File: config.mk
export PLATFORM = sky130hd
export DESIGN_NAME = piece_move_gen
export DESIGN_NICKNAME = d
export VERILOG_FILES = /design/src/rtl/piece_move_gen.sv
export SDC_FILE = /design/constraint.sdc
export NUM_CORES = 1
export LEC_CHECK = 0
export ABC_AREA = 1
export CAP_MARGIN = 25
export CORE_ASPECT_RATIO = 0.9
export CORE_MARGIN = 2
export CORE_UTILIZATION = 48
export CTS_CLUSTER_SIZE = 28
export DETAILED_ROUTE_END_ITERATION = 8
export PLACE_DENSITY = 0.9
export SLEW_MARGIN = 20
export SYNTH_ARGS = -nofsm -noshare
export SYNTH_HDL_FRONTEND = slang
export SYNTH_SLANG_ARGS = --single-unit
File: constraint.sdc
create_clock -name clk -period 12.45 [get_ports clk]
set_input_delay 2.49 -clock clk [delete_from_list [all_inputs] [get_ports clk]]
set_output_delay 2.49 -clock clk [all_outputs]
set_load 0.02 [all_outputs]
File: src/rtl/piece_move_gen.sv
// Sequential pseudo-legal destination generator for a single chess piece.
// Latches the board on start, then examines one candidate square per cycle.
module piece_move_gen #(
  parameter int N           = 8,
  parameter int CODE_W      = 4,
  parameter bit PAWN_DOUBLE = 1'b1,
  localparam int IDX_W      = $clog2(N)
) (
  input  logic                               clk,
  input  logic                               rst,
  input  logic                               start,
  input  logic [CODE_W-1:0]                  selected_figure,
  input  logic [N-1:0][N-1:0][CODE_W-1:0]    board,
  input  logic [2*IDX_W-1:0]                 position,
  output logic                               busy,
  output logic                               done,
  output logic                               moves_valid,
  output logic [N*N-1:0]                     possible_moves
);

  localparam int CW = IDX_W + 2;
  localparam int MW = $clog2(N*N);
  localparam logic [CW-1:0] ZR = {CW{1'b0}};
  localparam logic [CW-1:0] P1 = CW'(1);
  localparam logic [CW-1:0] P2 = CW'(2);
  localparam logic [CW-1:0] M1 = {CW{1'b1}};
  localparam logic [CW-1:0] M2 = {{(CW-1){1'b1}}, 1'b0};

  typedef enum logic [2:0] {
    IDLE  = 3'd0,
    LOAD  = 3'd1,
    PAWN  = 3'd2,
    JUMP  = 3'd3,
    SLIDE = 3'd4,
    DONE  = 3'd5
  } state_t;

  state_t                            state_r, state_n;
  logic [N-1:0][N-1:0][CODE_W-1:0]   board_r;
  logic [CODE_W-1:0]                 fig_r;
  logic [IDX_W-1:0]                  row_r, col_r;
  logic [2:0]                        step_r, step_n;
  logic [CW-1:0]                     ray_row_r, ray_col_r, ray_row_n, ray_col_n;
  logic                              fwd_empty_r, fwd_empty_n;
  logic [N*N-1:0]                    mask_r, mask_n;
  logic                              busy_r, busy_n, done_r, done_n, valid_r, valid_n;

  logic                              lat_s, set_s, white_s, on_s, empty_s, own_s, enemy_s;
  logic                              start_row_s;
  logic [2:0]                        cls_s, last_s;
  logic [2*CW-1:0]                   offs_s;
  logic [CW-1:0]                     pos_row_s, pos_col_s, base_r_s, base_c_s, tr_s, tc_s;
  logic [IDX_W-1:0]                  tr_idx_s, tc_idx_s;
  logic [CODE_W-1:0]                 sq_s;
  logic [MW-1:0]                     bit_s;

  // Offsets are packed {drow, dcol}; negative steps are two's complement in CW bits.
  function automatic logic [2*CW-1:0] pawn_off(input logic white, input logic [2:0] k);
    logic [CW-1:0] d1, d2;
    d1 = white ? M1 : P1;
    d2 = white ? M2 : P2;
    case (k)
      3'd0:    pawn_off = {d1, ZR};
      3'd1:    pawn_off = {d2, ZR};
      3'd2:    pawn_off = {d1, M1};
      3'd3:    pawn_off = {d1, P1};
      default: pawn_off = {ZR, ZR};
    endcase
  endfunction

  function automatic logic [2*CW-1:0] jump_off(input logic knight, input logic [2:0] k);
    if (knight) begin
      case (k)
        3'd0:    jump_off = {M2, M1};
        3'd1:    jump_off = {M2, P1};
        3'd2:    jump_off = {M1, M2};
        3'd3:    jump_off = {M1, P2};
        3'd4:    jump_off = {P1, M2};
        3'd5:    jump_off = {P1, P2};
        3'd6:    jump_off = {P2, M1};
        default: jump_off = {P2, P1};
      endcase
    end else begin
      case (k)
        3'd0:    jump_off = {M1, M1};
        3'd1:    jump_off = {M1, ZR};
        3'd2:    jump_off = {M1, P1};
        3'd3:    jump_off = {ZR, M1};
        3'd4:    jump_off = {ZR, P1};
        3'd5:    jump_off = {P1, M1};
        3'd6:    jump_off = {P1, ZR};
        default: jump_off = {P1, P1};
      endcase
    end
  endfunction

  function automatic logic [2*CW-1:0] slide_off(input logic [2:0] k);
    case (k)
      3'd0:    slide_off = {M1, ZR};
      3'd1:    slide_off = {P1, ZR};
      3'd2:    slide_off = {ZR, M1};
      3'd3:    slide_off = {ZR, P1};
      3'd4:    slide_off = {M1, M1};
      3'd5:    slide_off = {M1, P1};
      3'd6:    slide_off = {P1, M1};
      default: slide_off = {P1, P1};
    endcase
  endfunction

  assign pos_row_s   = CW'(row_r);
  assign pos_col_s   = CW'(col_r);
  assign start_row_s = white_s ? (row_r == IDX_W'(N-2)) : (row_r == IDX_W'(1));
  assign last_s      = (cls_s == 3'd4) ? 3'd3 : 3'd7;

  // Piece class (1=P..6=K, 0=invalid) and colour of the latched figure.
  always_comb begin
    cls_s   = 3'd0;
    white_s = 1'b0;
    if (fig_r == CODE_W'(0)) begin
      cls_s = 3'd0;
    end else if (fig_r <= CODE_W'(6)) begin
      cls_s   = fig_r[2:0];
      white_s = 1'b1;
    end else if (fig_r <= CODE_W'(12)) begin
      cls_s = 3'(fig_r - CODE_W'(6));
    end else begin
      cls_s = 3'd0;
    end
  end

  // Candidate square for this cycle and what it holds.
  always_comb begin
    offs_s   = '0;
    base_r_s = pos_row_s;
    base_c_s = pos_col_s;
    case (state_r)
      PAWN:  offs_s = pawn_off(white_s, step_r);
      JUMP:  offs_s = jump_off(cls_s == 3'd2, step_r);
      SLIDE: begin
        offs_s   = slide_off(step_r);
        base_r_s = ray_row_r;
        base_c_s = ray_col_r;
      end
      default: offs_s = '0;
    endcase
    tr_s     = base_r_s + offs_s[2*CW-1:CW];
    tc_s     = base_c_s + offs_s[CW-1:0];
    on_s     = !tr_s[CW-1] && (tr_s[CW-2:0] <= (CW-1)'(N-1)) &&
               !tc_s[CW-1] && (tc_s[CW-2:0] <= (CW-1)'(N-1));
    tr_idx_s = tr_s[IDX_W-1:0];
    tc_idx_s = tc_s[IDX_W-1:0];
    sq_s     = on_s ? board_r[tr_idx_s][tc_idx_s] : CODE_W'(0);
    empty_s  = (sq_s == CODE_W'(0));
    own_s    = white_s ? ((sq_s >= CODE_W'(1)) && (sq_s <= CODE_W'(6)))
                       : ((sq_s >= CODE_W'(7)) && (sq_s <= CODE_W'(12)));
    enemy_s  = !empty_s && !own_s;
    bit_s    = MW'(N*N-1) - (MW'(tr_idx_s) * MW'(N) + MW'(tc_idx_s));
  end

  // Next-state and next-output logic.
  always_comb begin
    state_n     = state_r;
    step_n      = step_r;
    ray_row_n   = ray_row_r;
    ray_col_n   = ray_col_r;
    fwd_empty_n = fwd_empty_r;
    mask_n      = mask_r;
    busy_n      = busy_r;
    done_n      = 1'b0;
    valid_n     = valid_r;
    lat_s       = 1'b0;
    set_s       = 1'b0;
    case (state_r)
      IDLE: begin
        if (start) begin
          state_n = LOAD;
          lat_s   = 1'b1;
          busy_n  = 1'b1;
          valid_n = 1'b0;
        end else begin
          state_n = IDLE;
        end
      end
      LOAD: begin
        mask_n      = '0;
        fwd_empty_n = 1'b0;
        ray_row_n   = pos_row_s;
        ray_col_n   = pos_col_s;
        step_n      = 3'd0;
        case (cls_s)
          3'd1:       state_n = PAWN;
          3'd2, 3'd6: state_n = JUMP;
          3'd3: begin
            state_n = SLIDE;
            step_n  = 3'd4;
          end
          3'd4, 3'd5: state_n = SLIDE;
          default:    state_n = DONE;
        endcase
      end
      PAWN: begin
        case (step_r)
          3'd0: begin
            set_s       = on_s && empty_s;
            fwd_empty_n = on_s && empty_s;
          end
          3'd1:    set_s = PAWN_DOUBLE && start_row_s && fwd_empty_r && on_s && empty_s;
          default: set_s = on_s && enemy_s;
        endcase
        if (step_r == 3'd3) begin
          state_n = DONE;
        end else begin
          step_n = step_r + 3'd1;
        end
      end
      JUMP: begin
        set_s = on_s && !own_s;
        if (step_r == 3'd7) begin
          state_n = DONE;
        end else begin
          step_n = step_r + 3'd1;
        end
      end
      SLIDE: begin
        if (on_s && empty_s) begin
          set_s     = 1'b1;
          ray_row_n = tr_s;
          ray_col_n = tc_s;
        end else begin
          // Ray ends here; an enemy square is still a capture.
          set_s     = on_s && enemy_s;
          ray_row_n = pos_row_s;
          ray_col_n = pos_col_s;
          if (step_r == last_s) begin
            state_n = DONE;
          end else begin
            step_n = step_r + 3'd1;
          end
        end
      end
      DONE: begin
        done_n  = 1'b1;
        busy_n  = 1'b0;
        valid_n = 1'b1;
        state_n = IDLE;
      end
      default: state_n = IDLE;
    endcase
    if (set_s) begin
      mask_n[bit_s] = 1'b1;
    end else begin
      mask_n = mask_n;
    end
  end

  // State, latched request and registered outputs.
  always_ff @(posedge clk or posedge rst) begin
    if (rst) begin
      state_r     <= IDLE;
      board_r     <= '0;
      fig_r       <= '0;
      row_r       <= '0;
      col_r       <= '0;
      step_r      <= 3'd0;
      ray_row_r   <= '0;
      ray_col_r   <= '0;
      fwd_empty_r <= 1'b0;
      mask_r      <= '0;
      busy_r      <= 1'b0;
      done_r      <= 1'b0;
      valid_r     <= 1'b0;
    end else begin
      state_r     <= state_n;
      step_r      <= step_n;
      ray_row_r   <= ray_row_n;
      ray_col_r   <= ray_col_n;
      fwd_empty_r <= fwd_empty_n;
      mask_r      <= mask_n;
      busy_r      <= busy_n;
      done_r      <= done_n;
      valid_r     <= valid_n;
      if (lat_s) begin
        board_r <= board;
        fig_r   <= selected_figure;
        row_r   <= position[2*IDX_W-1:IDX_W];
        col_r   <= position[IDX_W-1:0];
      end
    end
  end

  assign busy           = busy_r;
  assign done           = done_r;
  assign moves_valid    = valid_r;
  assign possible_moves = mask_r;

endmodule
==> flow_summary_export.csv, run 1 <==
group,metric,value,unit
final_layout,fillcell_total,3033,
die,fp.dieArea,38200,sq um
placement,dp_hpwl,38100,um
grt,grt_use_met3,4.81,%
route,detail-route-antenna-nets,0,
grt,pin_count_of_the_biggest_net_entering_global_routing,148,
synthesis,ys.flop_type,"sky130_fd_sc_hd__dfrtp_1",
outcome,status,"finished clean",
critical_path,critPathMaxFanout,69,
route,drcViolationCount,0,
timing,final-setup-viol-count,0,
clock_tree,cts_max_path_buffers,3,
synthesis,ys_seq_area_share,49.8,%
critical_path,path_class,"flip-flop to flip-flop",
clock_tree,post_cts_resized,0,
die,die_w,206,um
clock_tree,clk_pin_slew,0.06,ns
synthesis,synth_largest_area_cell,"sky130_fd_sc_hd__dfrtp_1",
clock_tree,post_cts_setup_driven_buffer_insertion_count,0,
placement,gpl.final_weighted_congestion,0.896,
final_layout,layout-drive-gt1-share,3.47,%
final_layout,final_design_area_no_fill,22400,sq um
clock_tree,cts-root-buf,"sky130_fd_sc_hd__clkbuf_16",
placement,io_buffer_count,335,
die,number_of_placement_rows,66,
final_layout,syn_to_final_growth,27.6,%
critical_path,timing.critical_path.required,12.92,ns
synthesis,synth.lib_cells_used.distinct,37,
synthesis,share_of_flip_flops_with_an_asynchronous_set_or_reset_after_synthesis,100,%
timing,finalWorstPathRequiredPeriod,6.53,ns
clock_tree,hold_buffers,0,
placement,placedInstanceArea,21100,sq um
synthesis,mappedNetlistNets,2786,
synthesis,ys_warn_count,0,
final_layout,num-nets-final,3057,
timing,tightest_slew,1.04,ns
timing,tns,0,ns
die,die_height,186,um
clock_tree,numCtsBuffers,38,
hold_path,worstHoldPathType,"flip-flop to flip-flop",
synthesis,synth_enable_flop_cells,0,
die,initial_core_util,48.7,%
timing,timing_hold_violations_final,0,
grt,grt_first_pass_wirelength,87700,um
synthesis,yosys.cell_count.top_type,"sky130_fd_sc_hd__nand2_1",
grt,grt_util_met2,48.0,%
route,drt_pre_antenna_iters,6,
synthesis,synthTopCellsByCount,"1273 x sky130_fd_sc_hd__nand2_1, 350 x sky130_fd_sc_hd__dfrtp_1, 220 x sky130_fd_sc_hd__nor2_1",
grt,first_global_vias,16747,
critical_path,crit_top_cell,"sky130_fd_sc_hd__nand2_1",
timing,slew_headroom,30.1,%
grt,overflow,0,
critical_path,worstPathArrival,6.99,ns
synthesis,netlist_instances,2500,
critical_path,slowest_stage,"sky130_fd_sc_hd__buf_4",
die,pin_count,336,
final_layout,utilization,62.2,%
route,viasPerCell,5.28,
clock_tree,cts.htree.levels,2,
synthesis,synth-seq-cells,350,
synthesis,netlist_area,17600,sq um
clock_tree,clock_sinks,350,
critical_path,cp_max_stage_delay,0.63,ns
route,drt-initial-drc-count,1712,
grt,grt.met1_usage,38.8,%
timing,fin_worst_skew,0.0166,ns
timing,timing.final.crit_share,52.4,%
grt,antenna_found_initial,6,
timing,hold_slack,0.479,ns
critical_path,timing.critical_path.to_type,"flip-flop",
route,drt-wirelength-per-cell,17.1,um
run,max_cap_violations,0,
timing,maximum_clock_frequency,153,MHz
grt,grt_use_total,29.2,%
synthesis,yosysTopAreaCellShare,49.8,%
route,routed-via-count,17272,
timing,grt_setup_unrepaired,"false",
grt,most_heavily_used_metal_layer_in_global_routing,"met2",
clock_tree,clkLatencyLatePin,0.54,ns
clock_tree,clock_tree_from_tritoncts,"built",
route,route.final.wire_length,56000,um
critical_path,critPathLaunchType,"flip-flop",
synthesis,synth_top_cells_by_area,"sky130_fd_sc_hd__dfrtp_1 50%, sky130_fd_sc_hd__nand2_1 27%, sky130_fd_sc_hd__nor2_1 4.7%",
synthesis,syn_avg_cell_area,7.03,sq um
timing,slew_viol_final,0,
die,coreArea,36100,sq um
==> logic make-up (layout without fill, tap and decap cells) <==
group	after synthesis	in the layout	share of synthesized area, %
AND/OR/NAND/NOR	1553	1553	33.7
flip-flops	350	350	49.8
buffers and inverters	317	610	7.29
AO/OA/AOI/OAI	259	259	7.65
adder cells (fa/ha/maj)	17	17	1.30
XOR/XNOR	4	4	0.199
other	0	5	0
==> critical path: cells and delay by family (launching register included) <==
family                     cells  cell delay [ns]
and+or+nand+nor               16             2.26
buffers and inverters          5             1.52
AOI/OAI and AO/OA              5             1.21
adders and majority gates      3             0.91
DFF                            1             0.40
==> layout make-up <==
class	count	area [sq um]	share of cell area [%]
sequential	350	8760	39.0
antenna	5	12.5	0.0558
inverter	195	752	3.35
clock buffer	52	1080	4.84
multi-input combinational	1833	7570	33.8
clock inverter	10	134	0.597
timing repair buffer	353	3530	15.7
tap	476	596	2.65
==> final timing paths <==
path	startpoint	endpoint	slack [ns]	depth (start not counted)
setup / recovery	fig_r[1]$_DFFE_PP0P_	possible_moves[7]$_DFF_PP0_	5.92	29
hold / removal	board_r[66]$_DFFE_PP0P_	board_r[66]$_DFFE_PP0P_	0.48	2
setup reg to reg	fig_r[1]$_DFFE_PP0P_	possible_moves[7]$_DFF_PP0_	5.92	29
hold reg to reg	board_r[66]$_DFFE_PP0P_	board_r[66]$_DFFE_PP0P_	0.48	2
max in group asynchronous	rst	board_r[131]$_DFFE_PP0P_	8.16	4
min in group asynchronous	rst	board_r[1]$_DFFE_PP0P_	2.32	2
==> registers in the layout, summed over array words and instances, names as in the netlist <==
name            count
step_r              3
ray_col_r           5
moves_valid         1
state_r             3
possible_moves     64
busy                1
row_r               3
done                1
fig_r               4
col_r               3
fwd_empty_r         1
board_r           256
ray_row_r           5
==> cell usage in the layout (no fill, tap or decap), types with 3 or more instances in the layout <==
cell / n
sky130_fd_sc_hd__nand2_1: 1273
sky130_fd_sc_hd__dfrtp_1: 350
sky130_fd_sc_hd__clkdlybuf4s50_1: 335
sky130_fd_sc_hd__nor2_1: 220
sky130_fd_sc_hd__inv_1: 182
sky130_fd_sc_hd__o21ai_0: 163
sky130_fd_sc_hd__o21ai_1: 60
sky130_fd_sc_hd__clkbuf_16: 39
sky130_fd_sc_hd__nand3_1: 36
sky130_fd_sc_hd__a21oi_1: 17
sky130_fd_sc_hd__ha_1: 14
sky130_fd_sc_hd__buf_4: 13
sky130_fd_sc_hd__nor3_1: 12
sky130_fd_sc_hd__inv_2: 8
sky130_fd_sc_hd__clkbuf_1: 7
sky130_fd_sc_hd__o21bai_1: 6
sky130_fd_sc_hd__clkbuf_8: 6
sky130_fd_sc_hd__diode_2: 5
sky130_fd_sc_hd__xor2_1: 4
sky130_fd_sc_hd__clkinv_2: 4
sky130_fd_sc_hd__nor2_2: 3
sky130_fd_sc_hd__bufinv_16: 3
==> through the flow <==
step                cells  worst slack (ns)
floorplan            2500             0.253
global placement     3204              5.84
detailed placement   3204              5.70
CTS                  3266              6.09
global route         3271              5.50
finish               3274              5.92
==> per-layer routing <==
| metal | wire length [um] | up-vias | part of all wire [%] |
|---|---|---|---|
| li1 | - | 8137 | - |
| met3 | 4750 | 148 | 8.5 |
| met1 | 22800 | 8143 | 41 |
| met4 | 2130 | 6 | 3.8 |
| met2 | 26200 | 838 | 47 |
| met5 | 45 | - | 0.080 |
Power of run 1 is not shown: default switching activity piles up to over one toggle a cycle in this logic, so the estimate is an artifact.
==> run 2, diff against run 1 <==
==> constraint.sdc (replaced) <==
create_clock -name clk -period 5.25 [get_ports clk]
set_input_delay 1.05 -clock clk [delete_from_list [all_inputs] [get_ports clk]]
set_output_delay 1.05 -clock clk [all_outputs]
set_load 0.02 [all_outputs]
==> run 2 against run 1 <==
Die area stayed put. Clock-buffer cell count is 4 higher. Setup slack worse by 5.6 ns. Hold slack better by 0.00063 ns. Sequential share of layout area is 0.84 points lower. Critical path depth is 4 higher. Via count is 0.79% higher. Flip-flop and latch count stayed put.
==> flow_summary_export.csv, run 2 (synthesized netlist as in run 1, its figures left out) <==
group,metric,value,unit
outcome,status,"finished clean",
clock_tree,post_cts_setup_driven_buffer_insertion_count,0,
route,drt_pre_antenna_iters,5,
critical_path,rr_startpoint,"step_r[0]$_DFFE_PP0P_",
grt,first_global_vias,16979,
timing,tightest_slew,0.957,ns
timing,maximum_clock_frequency,203,MHz
timing,slew_viol_final,0,
critical_path,critPathMaxFanout,39,
critical_path,critPathLaunch,"step_r[0]$_DFFE_PP0P_",
route,drt-wirelength-per-cell,17.0,um
clock_tree,cts-root-buf,"sky130_fd_sc_hd__clkbuf_16",
critical_path,crit_top_cell,"sky130_fd_sc_hd__nand2_1",
final_layout,regMostFlops,"board_r",
timing,hold_slack,0.479,ns
clock_tree,cts.htree.levels,2,
clock_tree,clkLatencyLatePin,0.54,ns
critical_path,timing.critical_path.to_type,"flip-flop",
final_layout,layout-drive-gt1-share,4.75,%
hold_path,worstHoldPathType,"flip-flop to flip-flop",
final_layout,largest_reg_flops,256,
die,number_of_placement_rows,66,
timing,fin_worst_skew,0.0248,ns
clock_tree,clock_sinks,350,
die,pin_count,336,
grt,grt_use_total,29.1,%
clock_tree,numCtsBuffers,39,
final_layout,final-instance-count-excl-fill,3304,
timing,slew_headroom,36.2,%
grt,overflow,0,
route,viasPerCell,5.27,
route,drcViolationCount,0,
placement,gpl.final_weighted_congestion,0.935,
route,detail-route-antenna-nets,0,
clock_tree,clk_pin_slew,0.06,ns
final_layout,num-nets-final,3080,
grt,grt_first_pass_wirelength,87700,um
timing,timing_hold_violations_final,0,
die,initial_core_util,48.7,%
run,max_cap_violations,0,
clock_tree,cts_max_path_buffers,3,
hold_path,hold_start,"possible_moves[47]$_DFF_PP0_",
critical_path,worstPathArrival,5.38,ns
critical_path,path_class,"flip-flop to flip-flop",
critical_path,slowest_stage,"sky130_fd_sc_hd__fa_2",
route,route.final.wire_length,56200,um
route,routed-via-count,17408,
placement,io_buffer_count,335,
die,coreArea,36100,sq um
final_layout,layout.cells.most_common_list,"1272 x sky130_fd_sc_hd__nand2_1, 350 x sky130_fd_sc_hd__dfrtp_1, 335 x sky130_fd_sc_hd__clkdlybuf4s50_1",
final_layout,layout_commonest_cell,"sky130_fd_sc_hd__nand2_1",
final_layout,utilization,63.5,%
grt,antenna_found_initial,4,
clock_tree,clock_tree_from_tritoncts,"built",
die,die_height,186,um
timing,finalWorstPathRequiredPeriod,4.92,ns
critical_path,critical_path.top_delay_family,"simple AND/OR/NAND/NOR gates",
grt,pin_count_of_the_biggest_net_entering_global_routing,155,
timing,final-setup-viol-count,0,
critical_path,critPathLaunchType,"flip-flop",
die,die_w,206,um
final_layout,syn_to_final_growth,30.4,%
die,fp.dieArea,38200,sq um
critical_path,timing.critical_path.required,5.71,ns
placement,numPlacedInstances,3228,
critical_path,cp_max_stage_delay,0.60,ns
critical_path,critPathBufInv,8,
route,drt-initial-drc-count,1624,
timing,timing.final.crit_share,93.8,%
placement,dp_hpwl,39000,um
## run 2: changes by cell type in the layout (fill, tap and decap cells not counted), sizes merged
cell	delta
buf	+22
bufinv	+3
clkbuf	+3
clkinv	+1
clkinvlp	+1
diode	-1
nand2	+1
## run 2: layout make-up
cell class	count	area, sq um
Antenna cell	4	10.0
Clock buffer	56	1170
Clock inverter	15	253
Fill cell	2928	13200
Inverter	195	753
Multi-Input combinational cell	1834	7620
Sequential cell	350	8760
Tap cell	476	596
Timing Repair Buffer	374	3770
## run 2: path summary, 6_finish.rpt
kind | end | slack [ns] | cells past startpoint
max in group asynchronous | board_r[170]$_DFFE_PP0P_ | 3.09 | 3
setup reg to reg | possible_moves[3]$_DFF_PP0_ | 0.33 | 33
min in group asynchronous | board_r[128]$_DFFE_PP0P_ | 1.04 | 2
hold / removal | possible_moves[47]$_DFF_PP0_ | 0.48 | 2
setup / recovery | possible_moves[3]$_DFF_PP0_ | 0.33 | 33
hold reg to reg | possible_moves[47]$_DFF_PP0_ | 0.48 | 2
## run 2: worst min-delay path, cell delays in order, from the launching register on
cell	delay, ns
sky130_fd_sc_hd__dfrtp_1	0.34
sky130_fd_sc_hd__nand2_1	0.05
sky130_fd_sc_hd__nand2_1	0.05
## run 2: per-layer routing
metal | share of wire [%] | routed length (um) | track usage, %
met2 | 46 | 25800 | 47.3
met1 | 41 | 23000 | 38.6
met5 | 0.044 | 25 | 0
met4 | 4.2 | 2370 | 12.3
met3 | 8.8 | 4930 | 5.25
## run 2: metrics by stage
step / cell area (sq um) / setup TNS, ns / setup WS, ns
after floorplan: 17600 / -170.24 / -0.486
after global placement: 21400 / 0 / 0.460
after detailed placement: 21400 / 0 / 0.320
after CTS: 22800 / 0 / 0.267
after global routing: 22900 / -0.495 / -0.0382
final: 22900 / 0 / 0.328
## run 2: what timing repair did
action | CTS | global route
resized for setup | 0 | 17
hold buffers | 0 | 0
endpoints found under the hold margin | 0 | 0
setup endpoints to repair | 0 | 47
Power of run 2 is left out for the same reason.
